`src/rtl/seg_scan_ctrl.sv`:
```
// seg_scan_ctrl: multiplexed 7-segment scanner for DIGITS hex digits.
// The scan runs from a prescaled tick. Each digit slot is split into
// 2^DIM_W PWM sub-steps, and sub-step 0 is always kept dark.
// Display data is double-buffered: a load goes into staging, and staging
// is copied to the active set only at a frame boundary.
// Optional feature: define SEG_SCAN_LAMP_TEST_EN to add the lamp_test input.
// While lamp_test is high, every scanned slot is driven fully lit.
module seg_scan_ctrl #(
    parameter int DIGITS      = 6,
    parameter int TICK_DIV    = 50,
    parameter int DIM_W       = 4,
    parameter int SEL_ACT_LOW = 1,
    parameter int SEG_ACT_LOW = 1
) (
    input  logic                  clk,
    input  logic                  rst_n,
    input  logic [4*DIGITS-1:0]   show_data,
    input  logic                  load,
    input  logic [DIGITS-1:0]     dp_mask,
    input  logic                  blank_lz,
    input  logic [DIM_W-1:0]      brightness,
`ifdef SEG_SCAN_LAMP_TEST_EN
    input  logic                  lamp_test,
`endif
    output logic [DIGITS-1:0]     sel,
    output logic [7:0]            seg,
    output logic                  frame_start
);

    localparam int IDX_W = (DIGITS > 1) ? $clog2(DIGITS) : 1;
    localparam int PRE_W = (TICK_DIV > 1) ? $clog2(TICK_DIV) : 1;
    localparam logic [PRE_W-1:0]  PRE_LAST = PRE_W'(TICK_DIV - 1);
    localparam logic [IDX_W-1:0]  IDX_LAST = IDX_W'(DIGITS - 1);
    localparam logic [DIGITS-1:0] SEL_OFF  = (SEL_ACT_LOW != 0) ? '1 : '0;
    localparam logic [7:0]        SEG_OFF  = (SEG_ACT_LOW != 0) ? 8'hFF : 8'h00;

    logic [PRE_W-1:0]    presc;
    logic [DIM_W-1:0]    sub;
    logic [IDX_W-1:0]    idx;
    logic                tick;
    logic                slot_end;
    logic                frame_wrap;

    logic [4*DIGITS-1:0] stg_data;
    logic [DIGITS-1:0]   stg_dp;
    logic                stg_blz;
    logic [4*DIGITS-1:0] act_data;
    logic [DIGITS-1:0]   act_dp;
    logic                act_blz;
    logic                pending;

    logic [DIGITS-1:0]   lz_vec;
    logic [3:0]          nib;
    logic [7:0]          pat_on;
    logic [7:0]          lit_pat;
    logic                lit;
    logic [DIGITS-1:0]   one_hot;
    logic [DIGITS-1:0]   sel_d;
    logic [7:0]          seg_d;

    function automatic logic [6:0] seg7(input logic [3:0] n);
        case (n)
            4'h0: seg7 = 7'h3F;
            4'h1: seg7 = 7'h06;
            4'h2: seg7 = 7'h5B;
            4'h3: seg7 = 7'h4F;
            4'h4: seg7 = 7'h66;
            4'h5: seg7 = 7'h6D;
            4'h6: seg7 = 7'h7D;
            4'h7: seg7 = 7'h07;
            4'h8: seg7 = 7'h7F;
            4'h9: seg7 = 7'h6F;
            4'hA: seg7 = 7'h77;
            4'hB: seg7 = 7'h7C;
            4'hC: seg7 = 7'h39;
            4'hD: seg7 = 7'h5E;
            4'hE: seg7 = 7'h79;
            default: seg7 = 7'h71;
        endcase
    endfunction

    assign tick        = (presc == PRE_LAST);
    assign slot_end    = tick && (sub == '1);
    assign frame_wrap  = slot_end && (idx == IDX_LAST);
    assign frame_start = frame_wrap;

    // Prescaler, PWM sub-step and digit index counters
    always_ff @(posedge clk or negedge rst_n) begin
        if (!rst_n) begin
            presc <= '0;
            sub   <= '0;
            idx   <= '0;
        end else begin
            if (tick) presc <= '0;
            else      presc <= presc + 1'b1;
            if (tick) sub <= sub + 1'b1;
            if (slot_end) idx <= (idx == IDX_LAST) ? '0 : idx + 1'b1;
        end
    end

    // Staging/active double buffer: active only changes on a frame boundary.
    // A load coinciding with the boundary keeps pending set, so it is applied
    // at the following frame rather than the current one.
    always_ff @(posedge clk or negedge rst_n) begin
        if (!rst_n) begin
            stg_data <= '0;
            stg_dp   <= '0;
            stg_blz  <= 1'b0;
            act_data <= '0;
            act_dp   <= '0;
            act_blz  <= 1'b0;
            pending  <= 1'b0;
        end else begin
            if (load) begin
                stg_data <= show_data;
                stg_dp   <= dp_mask;
                stg_blz  <= blank_lz;
            end
            if (frame_wrap && pending) begin
                act_data <= stg_data;
                act_dp   <= stg_dp;
                act_blz  <= stg_blz;
            end
            if (load)            pending <= 1'b1;
            else if (frame_wrap) pending <= 1'b0;
        end
    end

    // Leading-zero map: digit i is zero-run if it and all higher digits are 0
    always_comb begin
        logic run;
        run    = 1'b1;
        lz_vec = '0;
        for (int unsigned k = 0; k < DIGITS; k++) begin
            int unsigned i;
            i         = DIGITS - 1 - k;
            run       = run & (act_data[4*i +: 4] == 4'h0);
            lz_vec[i] = run;
        end
        lz_vec[0] = 1'b0;
    end

    // Segment pattern for the current slot, PWM gate and output polarity
    always_comb begin
        nib     = act_data[4*int'(idx) +: 4];
        pat_on  = {act_dp[idx], (act_blz && lz_vec[idx]) ? 7'h00 : seg7(nib)};
        lit     = (sub != '0) && (sub <= brightness);
        lit_pat = lit ? pat_on : 8'h00;
`ifdef SEG_SCAN_LAMP_TEST_EN
        if (lamp_test) lit_pat = 8'hFF;
`endif
        one_hot = DIGITS'(1) << idx;
        sel_d   = (SEL_ACT_LOW != 0) ? ~one_hot : one_hot;
        seg_d   = (SEG_ACT_LOW != 0) ? ~lit_pat : lit_pat;
    end

    // Registered pin drivers
    always_ff @(posedge clk or negedge rst_n) begin
        if (!rst_n) begin
            sel <= SEL_OFF;
            seg <= SEG_OFF;
        end else begin
            sel <= sel_d;
            seg <= seg_d;
        end
    end

endmodule

```
`config.mk`:
```
export PLATFORM = sky130hd
export DESIGN_NAME = seg_scan_ctrl
export DESIGN_NICKNAME = d
export VERILOG_FILES = /design/src/rtl/seg_scan_ctrl.sv
export SDC_FILE = /design/constraint.sdc
export NUM_CORES = 1
export LEC_CHECK = 0
export BUFFER_PORTS_ARGS = -buffer_cell sky130_fd_sc_hd__buf_2
export CORE_MARGIN = 5
export CORE_UTILIZATION = 54
export CTS_BUF_LIST = sky130_fd_sc_hd__clkbuf_4
export CTS_CLUSTER_DIAMETER = 100
export CTS_CLUSTER_SIZE = 16
export DETAILED_ROUTE_END_ITERATION = 8
export PLACE_DENSITY = 0.77
export SLEW_MARGIN = 20
export SYNTH_ARGS = -nofsm -noshare
export SYNTH_HDL_FRONTEND = slang
export SYNTH_SLANG_ARGS = --single-unit
export TNS_END_PERCENT = 5
```
`constraint.sdc`:
```
create_clock -name clk -period 2.15 [get_ports clk]
set_input_delay 0 -clock clk [delete_from_list [all_inputs] [get_ports clk]]
set_output_delay 0 -clock clk [all_outputs]
set_load 0.05 [all_outputs]
```
# After elaboration in Yosys (flattened, before gate mapping)
# Memories as Yosys holds them, arrays and structs flattened.
# Index checks and enable logic that the tools add are counted.
# classes
n_addsub	3
n_bitwise	6
n_eq_ne	3
reduce_logical	12
muxes	10
shift	2
magnitude_cmp	2
# ops
operator	count
24-bit by 6-bit variable part select with 4-bit output	1
4-bit zero test	5
8-bit 2-to-1 mux	1
8-bit NOT	1
7-bit 2-to-1 mux	1
6-bit by 1-bit adder with 6-bit output, second input constant	1
1-bit binary-select mux with 3-bit select	2
6-bit == test, second input constant	1
6-bit 2-to-1 mux	1
6-bit NOT	1
1-bit by 3-bit left shift with 6-bit output, first input constant	1
1-bit logical AND	5
4-bit by 1-bit adder with 4-bit output, second input constant	1
1-bit bitwise AND	4
4-bit == test, second input constant	1
4-bit <= comparator	1
3-bit by 4-bit less-than comparator with 1-bit output, second input constant	1
1-bit 2-to-1 mux	4
4-bit nonzero test	1
3-bit by 1-bit adder with 3-bit output, second input constant	1
3-bit == test, second input constant	1
3-bit 2-to-1 mux	1
2-bit nonzero test	1
# word_totals
in_bits	38
reg_bits	90
mem_count	1
romBits	112
output_inout_bits	15
wordCells	51
# memory_table
name	words	width	read_ports	rd_ports_with_merged_regs	wr	line	text
(name not given)	16	7	1	0	0	62	case (n)

# Logic depth before layout (Yosys ltp)
# Gate-level depths: netlist of the first run.
# logic_depth
ltp_word	11
ltp_mapped	11
mapped_depth_nobuf	9

# Least setup slack after synthesis of the first run
# OpenSTA, ideal clock, no wires.
# synth_path
path_type	register to register
start	reg presc[1]
end	reg pending
setup_ns	0.158
path_buffers	1
synth_period_minus_slack_ns	2.424
t_required_ns	1.992
stages_incl_launch_ff	9
setup_slack_ns	-0.274
t_arrival_ns	2.266
cell_sequence	dfrtp_1 -> inv_1 -> ha_1 -> nand3b_4 -> nor3b_4 -> and4_1 -> buf_4 -> nor2b_1 -> o21bai_1
# synth_between
elab_chain_cells	4
# synth_rtl
element	line	text
start, declared	37	logic [PRE_W-1:0] presc;
start signal, assigned	95	else presc <= presc + 1'b1;
6-bit == test	82	assign tick = (presc == PRE_LAST);
1-bit logical AND	83	assign slot_end = tick && (sub == '1);
1-bit logical AND	84	assign frame_wrap = slot_end && (idx == IDX_LAST);
via frame_start	27	output logic frame_start
2-bit nonzero test (no line)	-	
end signal, assigned	112	pending <= 1'b0;
end signal, assigned	124	if (load) pending <= 1'b1;
end signal, assigned	125	else if (frame_wrap) pending <= 1'b0;
end, declared	50	logic pending;
# The timed path passes the listed nets, and every way through them passes these cells.
# A chain may end at the register's enable or synchronous reset.

# Final worst setup path of the first run
# layout_path
start	reg presc[1]
end	reg act_data[19]
# layout_between
elab_chain_cells	4
# layout_rtl
element	line	text
6-bit == test	82	
1-bit logical AND	83	
1-bit logical AND	84	
1-bit logical AND	119	if (frame_wrap && pending) begin
end signal, assigned	120	act_data <= stg_data;
end, declared	47	logic [4*DIGITS-1:0] act_data;
# Every way passes these cells.

==> impl_metrics.xml, run 1 <==
<?xml version="1.0" encoding="UTF-8"?>
<metrics>
  <group name="sta">
    <metric name="fmax" unit="MHz">478</metric>
    <metric name="clock-skew-final" unit="ns">0.0120</metric>
    <metric name="post_route_fraction_of_the_period_consumed_by_the_critical_path" unit="">0.973</metric>
    <metric name="report.final.hold_viol_count" unit="">0</metric>
    <metric name="final-setup-viol-count" unit="">0</metric>
    <metric name="drv_slew" unit="">0</metric>
    <metric name="final.hold.worst_slack" unit="ns">0.137</metric>
    <metric name="final_period_demand_of_the_worst_path" unit="ns">2.09</metric>
    <metric name="grt_setup_unrepaired" unit="">yes</metric>
    <metric name="timing_worst_slew_pin_value" unit="ns">0.722</metric>
    <metric name="slew_headroom" unit="">0.519</metric>
  </group>
  <group name="worst_setup_path">
    <metric name="critical_path_arrival" unit="ns">2.40</metric>
    <metric name="timing.rr.start" unit="">presc[1]</metric>
    <metric name="worstPathCellList" unit="">inv_2, ha_4, nand3b_4, nor3b_4, and4_4, buf_4, nand4_4, buf_12, mux2_4</metric>
    <metric name="critical_path.endpoint_type" unit="">flop</metric>
    <metric name="cp-start-kind" unit="">flop</metric>
    <metric name="timing.critical_path.depth" unit="">9</metric>
    <metric name="type_of_the_worst_setup_path" unit="">flop to flop</metric>
    <metric name="ff2ff_setup_slack" unit="ns">0.06</metric>
    <metric name="timing.critical_path.required" unit="ns">2.46</metric>
    <metric name="cpLargestDelayFamily" unit="">simple AND/OR/NAND/NOR gates</metric>
    <metric name="timing.rr.end" unit="">act_data[19]</metric>
    <metric name="crit_path_max_fanout" unit="">31</metric>
    <metric name="buffering_stage_count_on_the_worst_path_with_inverters_included" unit="">3</metric>
    <metric name="r2r_cells" unit="">9</metric>
    <metric name="critical-path-slowest-cell" unit="">sky130_fd_sc_hd__dfrtp_1</metric>
    <metric name="cp_max_stage_delay" unit="ns">0.42</metric>
  </group>
  <group name="finish">
    <metric name="drive_gt1_frac" unit="">0.427</metric>
    <metric name="num_antenna_cells" unit="">0</metric>
    <metric name="layout.nets" unit="">463</metric>
    <metric name="syn_to_final_growth" unit="%">23.6</metric>
    <metric name="finalNonFillerCells" unit="">517</metric>
  </group>
  <group name="synth">
    <metric name="synth.area.top_cells" unit="">sky130_fd_sc_hd__dfrtp_1, sky130_fd_sc_hd__mux2_4, sky130_fd_sc_hd__mux2_2</metric>
    <metric name="post_synth_xor_area_fraction" unit="">0.0145</metric>
    <metric name="synthArstFlopShare" unit="">1.00</metric>
    <metric name="postSynthAreaPerCell" unit="sq um">13.7</metric>
    <metric name="postSynthCellCount" unit="">309</metric>
    <metric name="synth_top_cell_area_share" unit="">0.449</metric>
    <metric name="syn_nets" unit="">362</metric>
    <metric name="yosys-mux-area-fraction" unit="">0.238</metric>
    <metric name="combinational_family_with_the_most_area_after_synthesis" unit="">multiplexers</metric>
    <metric name="post_synth_fa_ha_maj_area_fraction" unit="">0.0443</metric>
    <metric name="synth_enable_flop_cells" unit="">0</metric>
    <metric name="synth.lib_cells_used.distinct" unit="">48</metric>
    <metric name="yosys_register_bits" unit="">90</metric>
    <metric name="postSynth.topFlopCell" unit="">sky130_fd_sc_hd__dfrtp_1</metric>
    <metric name="post-synth-top-count-cell" unit="">sky130_fd_sc_hd__dfrtp_1</metric>
    <metric name="synth-warning-count" unit="">0</metric>
    <metric name="synth.cells.most_frequent" unit="">sky130_fd_sc_hd__dfrtp_1, sky130_fd_sc_hd__mux2_2, sky130_fd_sc_hd__mux2_4</metric>
    <metric name="area_share_of_and_or_nand_nor_cells_after_synthesis" unit="">0.0803</metric>
    <metric name="synth_compound_area_frac" unit="">0.0584</metric>
    <metric name="sequential_area_share_after_synthesis" unit="">0.535</metric>
    <metric name="synth_top_cell_by_area" unit="">sky130_fd_sc_hd__dfrtp_1</metric>
    <metric name="mappedNetlistArea" unit="sq mm">0.00424</metric>
  </group>
  <group name="route">
    <metric name="drt_iter0_drc" unit="">88</metric>
    <metric name="detailedRoute.firstPassIterationCount" unit="">4</metric>
    <metric name="routedWlPerCell" unit="um">15.9</metric>
    <metric name="route.vias.total" unit="">2737</metric>
    <metric name="final_antenna_net_count" unit="">0</metric>
    <metric name="drt-vias-per-instance" unit="">5.29</metric>
    <metric name="totalWireLength" unit="mm">8.23</metric>
    <metric name="drc" unit="">0</metric>
  </group>
  <group name="worst_hold_path">
    <metric name="hold_path_class" unit="">primary input to asynchronous set/reset pin</metric>
  </group>
  <group name="clock_network">
    <metric name="clk_pin_slew" unit="ns">0.14</metric>
    <metric name="clockRootBuffer" unit="">sky130_fd_sc_hd__clkbuf_4</metric>
    <metric name="clock_path_buffers" unit="">2</metric>
    <metric name="clkSinkCount" unit="">90</metric>
    <metric name="cts-buffers-inserted" unit="">9</metric>
    <metric name="cts_tree" unit="">yes</metric>
    <metric name="htree_levels" unit="">3</metric>
    <metric name="clock_latency" unit="ns">0.42</metric>
  </group>
  <group name="place">
    <metric name="place_congestion" unit="">0.876</metric>
    <metric name="place_hpwl" unit="mm">5.74</metric>
    <metric name="port-buffer-count" unit="">52</metric>
    <metric name="dp_cells" unit="">466</metric>
  </group>
  <group name="die">
    <metric name="design.core.area" unit="sq mm">0.00769</metric>
    <metric name="die_area" unit="sq mm">0.00972</metric>
    <metric name="dieHeight" unit="um">98.6</metric>
    <metric name="die_width" unit="um">98.6</metric>
    <metric name="floorplan.initialDensity" unit="">0.551</metric>
    <metric name="floorplan.rows" unit="">32</metric>
    <metric name="num_ports" unit="">53</metric>
  </group>
  <group name="pwr">
    <metric name="static_leakage" unit="nW">2.45</metric>
    <metric name="power-per-cell-area" unit="mW/mm^2">576</metric>
    <metric name="vdd_drop_max" unit="uV">366</metric>
  </group>
  <group name="job">
    <metric name="max-cap-violations" unit="">0</metric>
  </group>
  <group name="grt">
    <metric name="grt_start_max_net_pins" unit="">51</metric>
    <metric name="gr-usage-all-layers" unit="">0.179</metric>
    <metric name="first_pass_grt_wire_length" unit="mm">14.0</metric>
    <metric name="grt-ovfl-total" unit="">0</metric>
    <metric name="first_global_vias" unit="">2823</metric>
    <metric name="initial_antenna_violation_count" unit="">0</metric>
  </group>
  <group name="status">
    <metric name="outcome" unit="">complete, no violations</metric>
  </group>
</metrics>
## cell type report
class                           instances  area [sq um]
Multi-Input combinational cell        194          1880
Tap cell                              102           128
Inverter                               13          48.8
Sequential cell                        90          2270
Clock buffer                            9          67.6
Timing Repair Buffer                  102           757
Fill cell                             569          2450
Clock inverter                          7          92.6
## per-stage QoR
step / setup TNS [ns] / util / cell area, sq um / total power [W] / worst slack, ns
final: 0 / 0.682 / 5240 / 0.00302 / 0.0575
after detailed placement: -0.0125 / 0.611 / 4690 / 0.00198 / -0.0125
after global routing: -0.524 / 0.682 / 5240 / 0.00316 / -0.0446
after floorplan: 0 / - / 4240 / 0.00188 / 0.00421
after CTS: 0 / 0.676 / 5200 / 0.00305 / 0.00521
after global placement: 0 / 0.611 / 4690 / 0.00197 / 0.0417
## worst max path at each step
| stage | to | from |
|---|---|---|
| after floorplan | pending | presc[1] |
| after global placement | seg[4] | idx[0] |
| after detailed placement | seg[4] | idx[0] |
| after CTS | frame_start | presc[1] |
| after global routing | frame_start | presc[1] |
| final | act_data[19] | presc[1] |
## where the power goes
part,total (W),switching (W),internal [W],leakage (nW)
registers,0.00178,0.0000326,0.00175,1.12
logic,0.000202,0.0000784,0.000123,1.25
clock network,0.00103,0.000565,0.000470,0.0800
total,0.00302,0.000676,0.00235,2.45
## state kept, by name, indices dropped and copies added, names as in the netlist
name,count
seg,8
sel,6
act_dp,6
stg_data,24
presc,6
pending,1
sub,4
stg_dp,6
idx,3
act_blz,1
act_data,24
stg_blz,1
## cells by family after synthesis
logic type | after synthesis
buf+inv | 25
compound gates | 36
simple gates | 56
fa+ha+maj | 15
mux | 80
xor+xnor | 7
flops | 90
## placed cells by master (no fill, tap or decap), types with 7 or more instances in the layout
master                          Yosys  routed
sky130_fd_sc_hd__dlygate4sd3_1      0      32
sky130_fd_sc_hd__mux2i_1           13      13
sky130_fd_sc_hd__ha_1              15      14
sky130_fd_sc_hd__clkbuf_4           0       9
sky130_fd_sc_hd__mux2_4            30      30
sky130_fd_sc_hd__buf_4              1      16
sky130_fd_sc_hd__nand2b_1           7       7
sky130_fd_sc_hd__inv_1             13      12
sky130_fd_sc_hd__dfstp_2           14      14
sky130_fd_sc_hd__dfrtp_1           76      75
sky130_fd_sc_hd__nor2_1            10      10
sky130_fd_sc_hd__buf_2              3      50
sky130_fd_sc_hd__mux2_2            36      36
sky130_fd_sc_hd__nand2_1           10      10
## routing by layer
metal | vias up | part of all wire | global-route usage
met5 | - | 0 | 0
met4 | 0 | 0.015 | 0.0672
met3 | 13 | 0.035 | 0.0354
met2 | 53 | 0.49 | 0.290
met1 | 1351 | 0.46 | 0.240
li1 | 1320 | - | -
## what timing repair did
action / 4_1_cts / 5_1_grt
hold buffers: 32 / 0
resized for setup: 7 / 6
endpoints found under the setup margin: 4 / 7
pin swaps: 2 / 2
buffers inserted: 1 / 2
endpoints found under the hold margin: 79 / 0
No activity file was read; power rests on OpenSTA's default activity.
==> run 2: changes to the inputs <==
- CORE_ASPECT_RATIO: default -> 1.1
- SLEW_MARGIN: 20 -> 30
==> run 2 against run 1 <==
Effect of this change:
- first-iteration DRC count up 13%
- register-to-register slack barely moved
- clock skew shrank 0.00053 ns
- worst setup slack got worse by 0.019 ns
- final area increased by 0.48%
- via count grew 0.47%
- core utilization fell by 0.53 points
- largest power group unchanged
==> impl_metrics.xml, run 2 (synthesized netlist as in run 1, its figures left out) <==
<?xml version="1.0" encoding="UTF-8"?>
<metrics>
  <group name="status">
    <metric name="outcome" unit="">complete, no violations</metric>
  </group>
  <group name="pwr">
    <metric name="vdd_drop_max" unit="uV">498</metric>
    <metric name="static_leakage" unit="nW">2.46</metric>
    <metric name="power-per-cell-area" unit="mW/mm^2">600</metric>
  </group>
  <group name="worst_setup_path">
    <metric name="worstPathCellList" unit="">inv_1, ha_2, nand3b_4, nor3b_4, and4_4, buf_4, nor2b_4, buf_8</metric>
    <metric name="critPathLaunch" unit="">presc[1]</metric>
    <metric name="critical-path-slowest-cell" unit="">sky130_fd_sc_hd__dfrtp_1</metric>
    <metric name="type_of_the_worst_setup_path" unit="">flop to output port</metric>
    <metric name="cp-start-kind" unit="">flop</metric>
    <metric name="timing.critical_path.required" unit="ns">2.15</metric>
    <metric name="timing.rr.start" unit="">idx[0]</metric>
    <metric name="critical_path_arrival" unit="ns">2.11</metric>
    <metric name="cp_max_stage_delay" unit="ns">0.41</metric>
    <metric name="critical_path.endpoint_type" unit="">output port</metric>
    <metric name="crit_path_max_fanout" unit="">5</metric>
  </group>
  <group name="clock_network">
    <metric name="htree_levels" unit="">3</metric>
    <metric name="clockRootBuffer" unit="">sky130_fd_sc_hd__clkbuf_4</metric>
    <metric name="clk_pin_slew" unit="ns">0.13</metric>
    <metric name="clock_path_buffers" unit="">2</metric>
    <metric name="clkSinkCount" unit="">90</metric>
    <metric name="cts_tree" unit="">yes</metric>
    <metric name="cts-buffers-inserted" unit="">9</metric>
    <metric name="clock_latency" unit="ns">0.44</metric>
  </group>
  <group name="sta">
    <metric name="final.hold.worst_slack" unit="ns">0.104</metric>
    <metric name="drv_slew" unit="">0</metric>
    <metric name="post_route_fraction_of_the_period_consumed_by_the_critical_path" unit="">0.982</metric>
    <metric name="report.final.hold_viol_count" unit="">0</metric>
    <metric name="final_period_demand_of_the_worst_path" unit="ns">2.11</metric>
    <metric name="final-setup-viol-count" unit="">0</metric>
    <metric name="slew_headroom" unit="">0.525</metric>
    <metric name="fmax" unit="MHz">474</metric>
    <metric name="clock-skew-final" unit="ns">0.0115</metric>
    <metric name="crit_path_setup_slack_layout" unit="ns">0.0381</metric>
    <metric name="grt_setup_unrepaired" unit="">yes</metric>
    <metric name="timing_worst_slew_pin_value" unit="ns">0.713</metric>
  </group>
  <group name="finish">
    <metric name="drive_gt1_frac" unit="">0.429</metric>
    <metric name="largest_registers" unit="">act_data: 24 flops, stg_data: 24 flops, seg: 8 flops</metric>
    <metric name="num_antenna_cells" unit="">0</metric>
    <metric name="most-common-layout-cells" unit="">sky130_fd_sc_hd__dfrtp_1, sky130_fd_sc_hd__buf_2, sky130_fd_sc_hd__mux2_2</metric>
    <metric name="nFillCells" unit="">558</metric>
    <metric name="finalNonFillerCells" unit="">523</metric>
    <metric name="syn_to_final_growth" unit="%">24.2</metric>
    <metric name="final_common_cell" unit="">sky130_fd_sc_hd__dfrtp_1</metric>
    <metric name="layout.nets" unit="">463</metric>
  </group>
  <group name="route">
    <metric name="route.vias.total" unit="">2750</metric>
    <metric name="final_antenna_net_count" unit="">0</metric>
    <metric name="drt-vias-per-instance" unit="">5.26</metric>
    <metric name="drc" unit="">0</metric>
    <metric name="detailedRoute.firstPassIterationCount" unit="">4</metric>
    <metric name="totalWireLength" unit="mm">8.33</metric>
    <metric name="drt_iter0_drc" unit="">99</metric>
    <metric name="routedWlPerCell" unit="um">15.9</metric>
  </group>
  <group name="place">
    <metric name="place_hpwl" unit="mm">5.90</metric>
    <metric name="place_worst_setup_slack" unit="ns">0.00407</metric>
    <metric name="port-buffer-count" unit="">52</metric>
    <metric name="dp_cells" unit="">473</metric>
    <metric name="place_congestion" unit="">0.875</metric>
  </group>
  <group name="job">
    <metric name="max-cap-violations" unit="">0</metric>
  </group>
  <group name="grt">
    <metric name="initial_antenna_violation_count" unit="">0</metric>
    <metric name="grt_start_max_net_pins" unit="">50</metric>
    <metric name="gr-usage-all-layers" unit="">0.191</metric>
    <metric name="first_global_vias" unit="">2929</metric>
    <metric name="grt-ovfl-total" unit="">0</metric>
    <metric name="first_pass_grt_wire_length" unit="mm">14.3</metric>
  </group>
  <group name="die">
    <metric name="dieHeight" unit="um">103</metric>
    <metric name="design.core.area" unit="sq mm">0.00778</metric>
    <metric name="die_width" unit="um">94.5</metric>
    <metric name="floorplan.rows" unit="">34</metric>
    <metric name="num_ports" unit="">53</metric>
    <metric name="die_area" unit="sq mm">0.00972</metric>
    <metric name="floorplan.initialDensity" unit="">0.545</metric>
  </group>
  <group name="worst_hold_path">
    <metric name="hold_path_class" unit="">primary input to asynchronous set/reset pin</metric>
  </group>
</metrics>
## run 2: changes by cell type in the layout (fill, tap and decap cells not counted), sizes merged
cell	change
bufinv	+1
clkbuf	+1
clkinv	-2
## run 2: worst paths after layout
check / to / slack (ns) / cells past startpoint
hold reg to reg: act_blz / 0.51 / 1
hold / removal: stg_dp[4] / 0.10 / 2
setup reg to reg: seg[3] / 0.05 / 6
setup / recovery: frame_start / 0.04 / 8
min in group clk: seg[7] / 0.19 / 5
max in group asynchronous: sel[4] / 1.40 / 3
## run 2: report_power, final
part           internal (W)  switching, W
clock              0.000605      0.000568
combinational      0.000123     0.0000782
sequential          0.00175     0.0000326
## run 2: layout make-up
class / instances / area, sq um / area share
well taps: 108 / 135 / 0.0257
clock buffers: 10 / 75.1 / 0.0143
inverters: 13 / 48.8 / 0.00927
clock inverters: 6 / 114 / 0.0216
flip-flops and latches: 90 / 2270 / 0.431
multi-input cells: 194 / 1870 / 0.354
repair buffers: 102 / 757 / 0.144
## run 2: what timing repair did
| item | in CTS | in global routing |
|---|---|---|
| buffers inserted | 1 | 1 |
| gates resized for setup | 8 | 3 |
| endpoints found under the hold margin | 95 | 0 |
| setup endpoints to repair | 4 | 6 |
| hold buffers | 32 | 0 |
| pin swaps | 2 | 1 |
## run 2: critical path: cells and delay by family (launching register included)
kind / cells / cell delay [ns]
fa+ha+maj: 1 / 0.18
buf+inv: 3 / 0.36
flops: 1 / 0.41
simple gates: 4 / 0.71
## run 2: layer usage
metal	global-route usage	wire, um
met3	0.0453	279
met2	0.323	4220
met5	0	0
met1	0.239	3640
met4	0.0721	185
## run 2: stage by stage
stage / utilization / power, W / TNS [ns] / instance area (sq um)
2_1_floorplan: - / 0.00188 / 0 / 4240
3_3_place_gp: 0.605 / 0.00196 / 0 / 4710
3_5_place_dp: 0.605 / 0.00198 / 0 / 4710
4_1_cts: 0.674 / 0.00320 / 0 / 5250
5_1_grt: 0.676 / 0.00331 / -0.0649 / 5270
6_report: 0.676 / 0.00316 / 0 / 5270
==> run 3: changes to the inputs <==
- CORE_UTILIZATION: 54 -> 50
- PLACE_DENSITY: 0.77 -> 0.72
==> run 3 against run 2 <==
Effect of this change:
- register-to-register slack about the same
- non-clock buffer count is 1 higher
- maximum frequency is 0.43% higher
- clock skew rose by 0.0069 ns
- die area grew 7.2%
- routed wire length fell by 4.6%
- combinational power fell by 2%
- total power shrank 12%
- clock power decreased by 33%
==> impl_metrics.xml, run 3 (synthesized netlist as in run 1, its figures left out) <==
<?xml version="1.0" encoding="UTF-8"?>
<metrics>
  <group name="status">
    <metric name="outcome" unit="">complete, no violations</metric>
  </group>
  <group name="place">
    <metric name="dp_cells" unit="">475</metric>
    <metric name="place_congestion" unit="">0.821</metric>
    <metric name="place_hpwl" unit="mm">5.60</metric>
    <metric name="port-buffer-count" unit="">52</metric>
    <metric name="placedInstanceArea" unit="sq mm">0.00469</metric>
  </group>
  <group name="route">
    <metric name="totalWireLength" unit="mm">7.94</metric>
    <metric name="drt_iter0_drc" unit="">118</metric>
    <metric name="drc" unit="">0</metric>
    <metric name="route.vias.total" unit="">2717</metric>
    <metric name="final_antenna_net_count" unit="">0</metric>
    <metric name="drt-vias-per-instance" unit="">5.16</metric>
    <metric name="routedWlPerCell" unit="um">15.1</metric>
    <metric name="detailedRoute.firstPassIterationCount" unit="">4</metric>
  </group>
  <group name="worst_setup_path">
    <metric name="timing.critical_path.required" unit="ns">2.46</metric>
    <metric name="timing.rr.start" unit="">presc[1]</metric>
    <metric name="crit_path_max_fanout" unit="">31</metric>
    <metric name="timing.rr.end" unit="">act_data[5]</metric>
    <metric name="r2r_cells" unit="">9</metric>
    <metric name="critical_path_arrival" unit="ns">2.42</metric>
    <metric name="ff2ff_setup_slack" unit="ns">0.05</metric>
    <metric name="type_of_the_worst_setup_path" unit="">flop to flop</metric>
    <metric name="critical_path.endpoint_type" unit="">flop</metric>
    <metric name="cp-start-kind" unit="">flop</metric>
  </group>
  <group name="clock_network">
    <metric name="cts_tree" unit="">yes</metric>
    <metric name="cts-buffers-inserted" unit="">9</metric>
    <metric name="clk_pin_slew" unit="ns">0.13</metric>
    <metric name="clock_latency" unit="ns">0.42</metric>
    <metric name="clock_path_buffers" unit="">2</metric>
    <metric name="clockRootBuffer" unit="">sky130_fd_sc_hd__clkbuf_4</metric>
    <metric name="clkSinkCount" unit="">90</metric>
    <metric name="htree_levels" unit="">3</metric>
  </group>
  <group name="sta">
    <metric name="grt_setup_unrepaired" unit="">yes</metric>
    <metric name="post_route_fraction_of_the_period_consumed_by_the_critical_path" unit="">0.978</metric>
    <metric name="clock-skew-final" unit="ns">0.0184</metric>
    <metric name="final-setup-viol-count" unit="">0</metric>
    <metric name="slew_headroom" unit="">0.521</metric>
    <metric name="timing_worst_slew_pin_value" unit="ns">0.718</metric>
    <metric name="fmax" unit="MHz">476</metric>
    <metric name="final.hold.worst_slack" unit="ns">0.0668</metric>
    <metric name="report.final.hold_viol_count" unit="">0</metric>
    <metric name="final_period_demand_of_the_worst_path" unit="ns">2.10</metric>
    <metric name="final.setup.tns" unit="ns">0</metric>
    <metric name="drv_slew" unit="">0</metric>
  </group>
  <group name="finish">
    <metric name="drive_gt1_frac" unit="">0.425</metric>
    <metric name="postLayoutCellArea" unit="sq mm">0.00520</metric>
    <metric name="final_common_cell" unit="">sky130_fd_sc_hd__dfrtp_1</metric>
    <metric name="most-common-layout-cells" unit="">sky130_fd_sc_hd__dfrtp_1, sky130_fd_sc_hd__buf_2, sky130_fd_sc_hd__mux2_2</metric>
    <metric name="num_antenna_cells" unit="">0</metric>
    <metric name="syn_to_final_growth" unit="%">22.6</metric>
    <metric name="layout.nets" unit="">464</metric>
    <metric name="finalNonFillerCells" unit="">527</metric>
    <metric name="largest_registers" unit="">act_data: 24 flops, stg_data: 24 flops, seg: 8 flops</metric>
  </group>
  <group name="grt">
    <metric name="grt_start_max_net_pins" unit="">40</metric>
    <metric name="gr-usage-all-layers" unit="">0.160</metric>
    <metric name="first_global_vias" unit="">2792</metric>
    <metric name="initial_antenna_violation_count" unit="">0</metric>
    <metric name="first_pass_grt_wire_length" unit="mm">13.4</metric>
    <metric name="grt-ovfl-total" unit="">0</metric>
  </group>
  <group name="die">
    <metric name="dieHeight" unit="um">107</metric>
    <metric name="die_area" unit="sq mm">0.0104</metric>
    <metric name="die_width" unit="um">97.8</metric>
    <metric name="design.core.area" unit="sq mm">0.00832</metric>
    <metric name="num_ports" unit="">53</metric>
    <metric name="floorplan.rows" unit="">35</metric>
    <metric name="floorplan.initialDensity" unit="">0.509</metric>
  </group>
  <group name="pwr">
    <metric name="power-per-cell-area" unit="mW/mm^2">532</metric>
    <metric name="vdd_drop_max" unit="uV">425</metric>
    <metric name="static_leakage" unit="nW">2.43</metric>
    <metric name="total_power" unit="W">0.00277</metric>
  </group>
  <group name="job">
    <metric name="max-cap-violations" unit="">0</metric>
  </group>
  <group name="worst_hold_path">
    <metric name="hold_path_class" unit="">primary input to asynchronous set/reset pin</metric>
  </group>
</metrics>
-- run 3: routing by layer --
metal,GRT usage,wire length [um],vias up,part of all wire
li1,-,-,1322,-
met1,0.212,3710,1335,0.47
met2,0.265,3830,50,0.48
met3,0.0351,314,10,0.040
met4,0.0455,94,0,0.012
met5,0,0,-,0
-- run 3: layout make-up --
cell class | count | area (sq um)
clock buffers | 10 | 75.1
clock inverters | 6 | 33.8
fillers | 667 | 3120
inverters | 13 | 48.8
multi-input cells | 194 | 1880
flip-flops and latches | 90 | 2270
well taps | 111 | 139
repair buffers | 103 | 752
-- run 3: report_power, final --
part | total, W | switching, W | internal, W
combinational | 0.000198 | 0.0000765 | 0.000122
clock | 0.000784 | 0.000541 | 0.000242
sequential | 0.00178 | 0.0000313 | 0.00175
-- run 3: stage by stage --
step                       util  setup WS (ns)
after floorplan               -        0.00421
after global placement    0.564         0.0159
after detailed placement  0.564        -0.0685
after CTS                 0.619        0.00346
after global routing      0.625        -0.0496
final                     0.625         0.0471
-- run 3: worst max-delay path by stage --
stage	from	endpoint	slack [ns]	cells past startpoint
5_1_grt	presc[1]	frame_start	-0.05	8
3_5_place_dp	idx[0]	seg[4]	-0.07	6
4_1_cts	presc[1]	frame_start	0.003	8
3_3_place_gp	idx[0]	seg[4]	0.02	6
2_1_floorplan	presc[1]	pending	0.004	8
6_report	presc[1]	act_data[5]	0.05	9
-- run 3: what timing repair did --
action / 4_1_cts / 5_1_grt
hold buffers: 32 / 0
setup endpoints to repair: 6 / 7
gates resized for setup: 7 / 6
pin swaps: 2 / 2
endpoints found under the hold margin: 108 / 0
setup buffers: 1 / 3
-- run 3: critical path, stage by stage (launching register included) --
cell	delay [ns]
sky130_fd_sc_hd__dfrtp_1	0.40
sky130_fd_sc_hd__inv_1	0.06
sky130_fd_sc_hd__ha_2	0.18
sky130_fd_sc_hd__nand3b_4	0.09
sky130_fd_sc_hd__nor3b_4	0.22
sky130_fd_sc_hd__and4_4	0.27
sky130_fd_sc_hd__buf_4	0.12
sky130_fd_sc_hd__nand4_4	0.10
sky130_fd_sc_hd__buf_12	0.21
sky130_fd_sc_hd__mux2_4	0.32
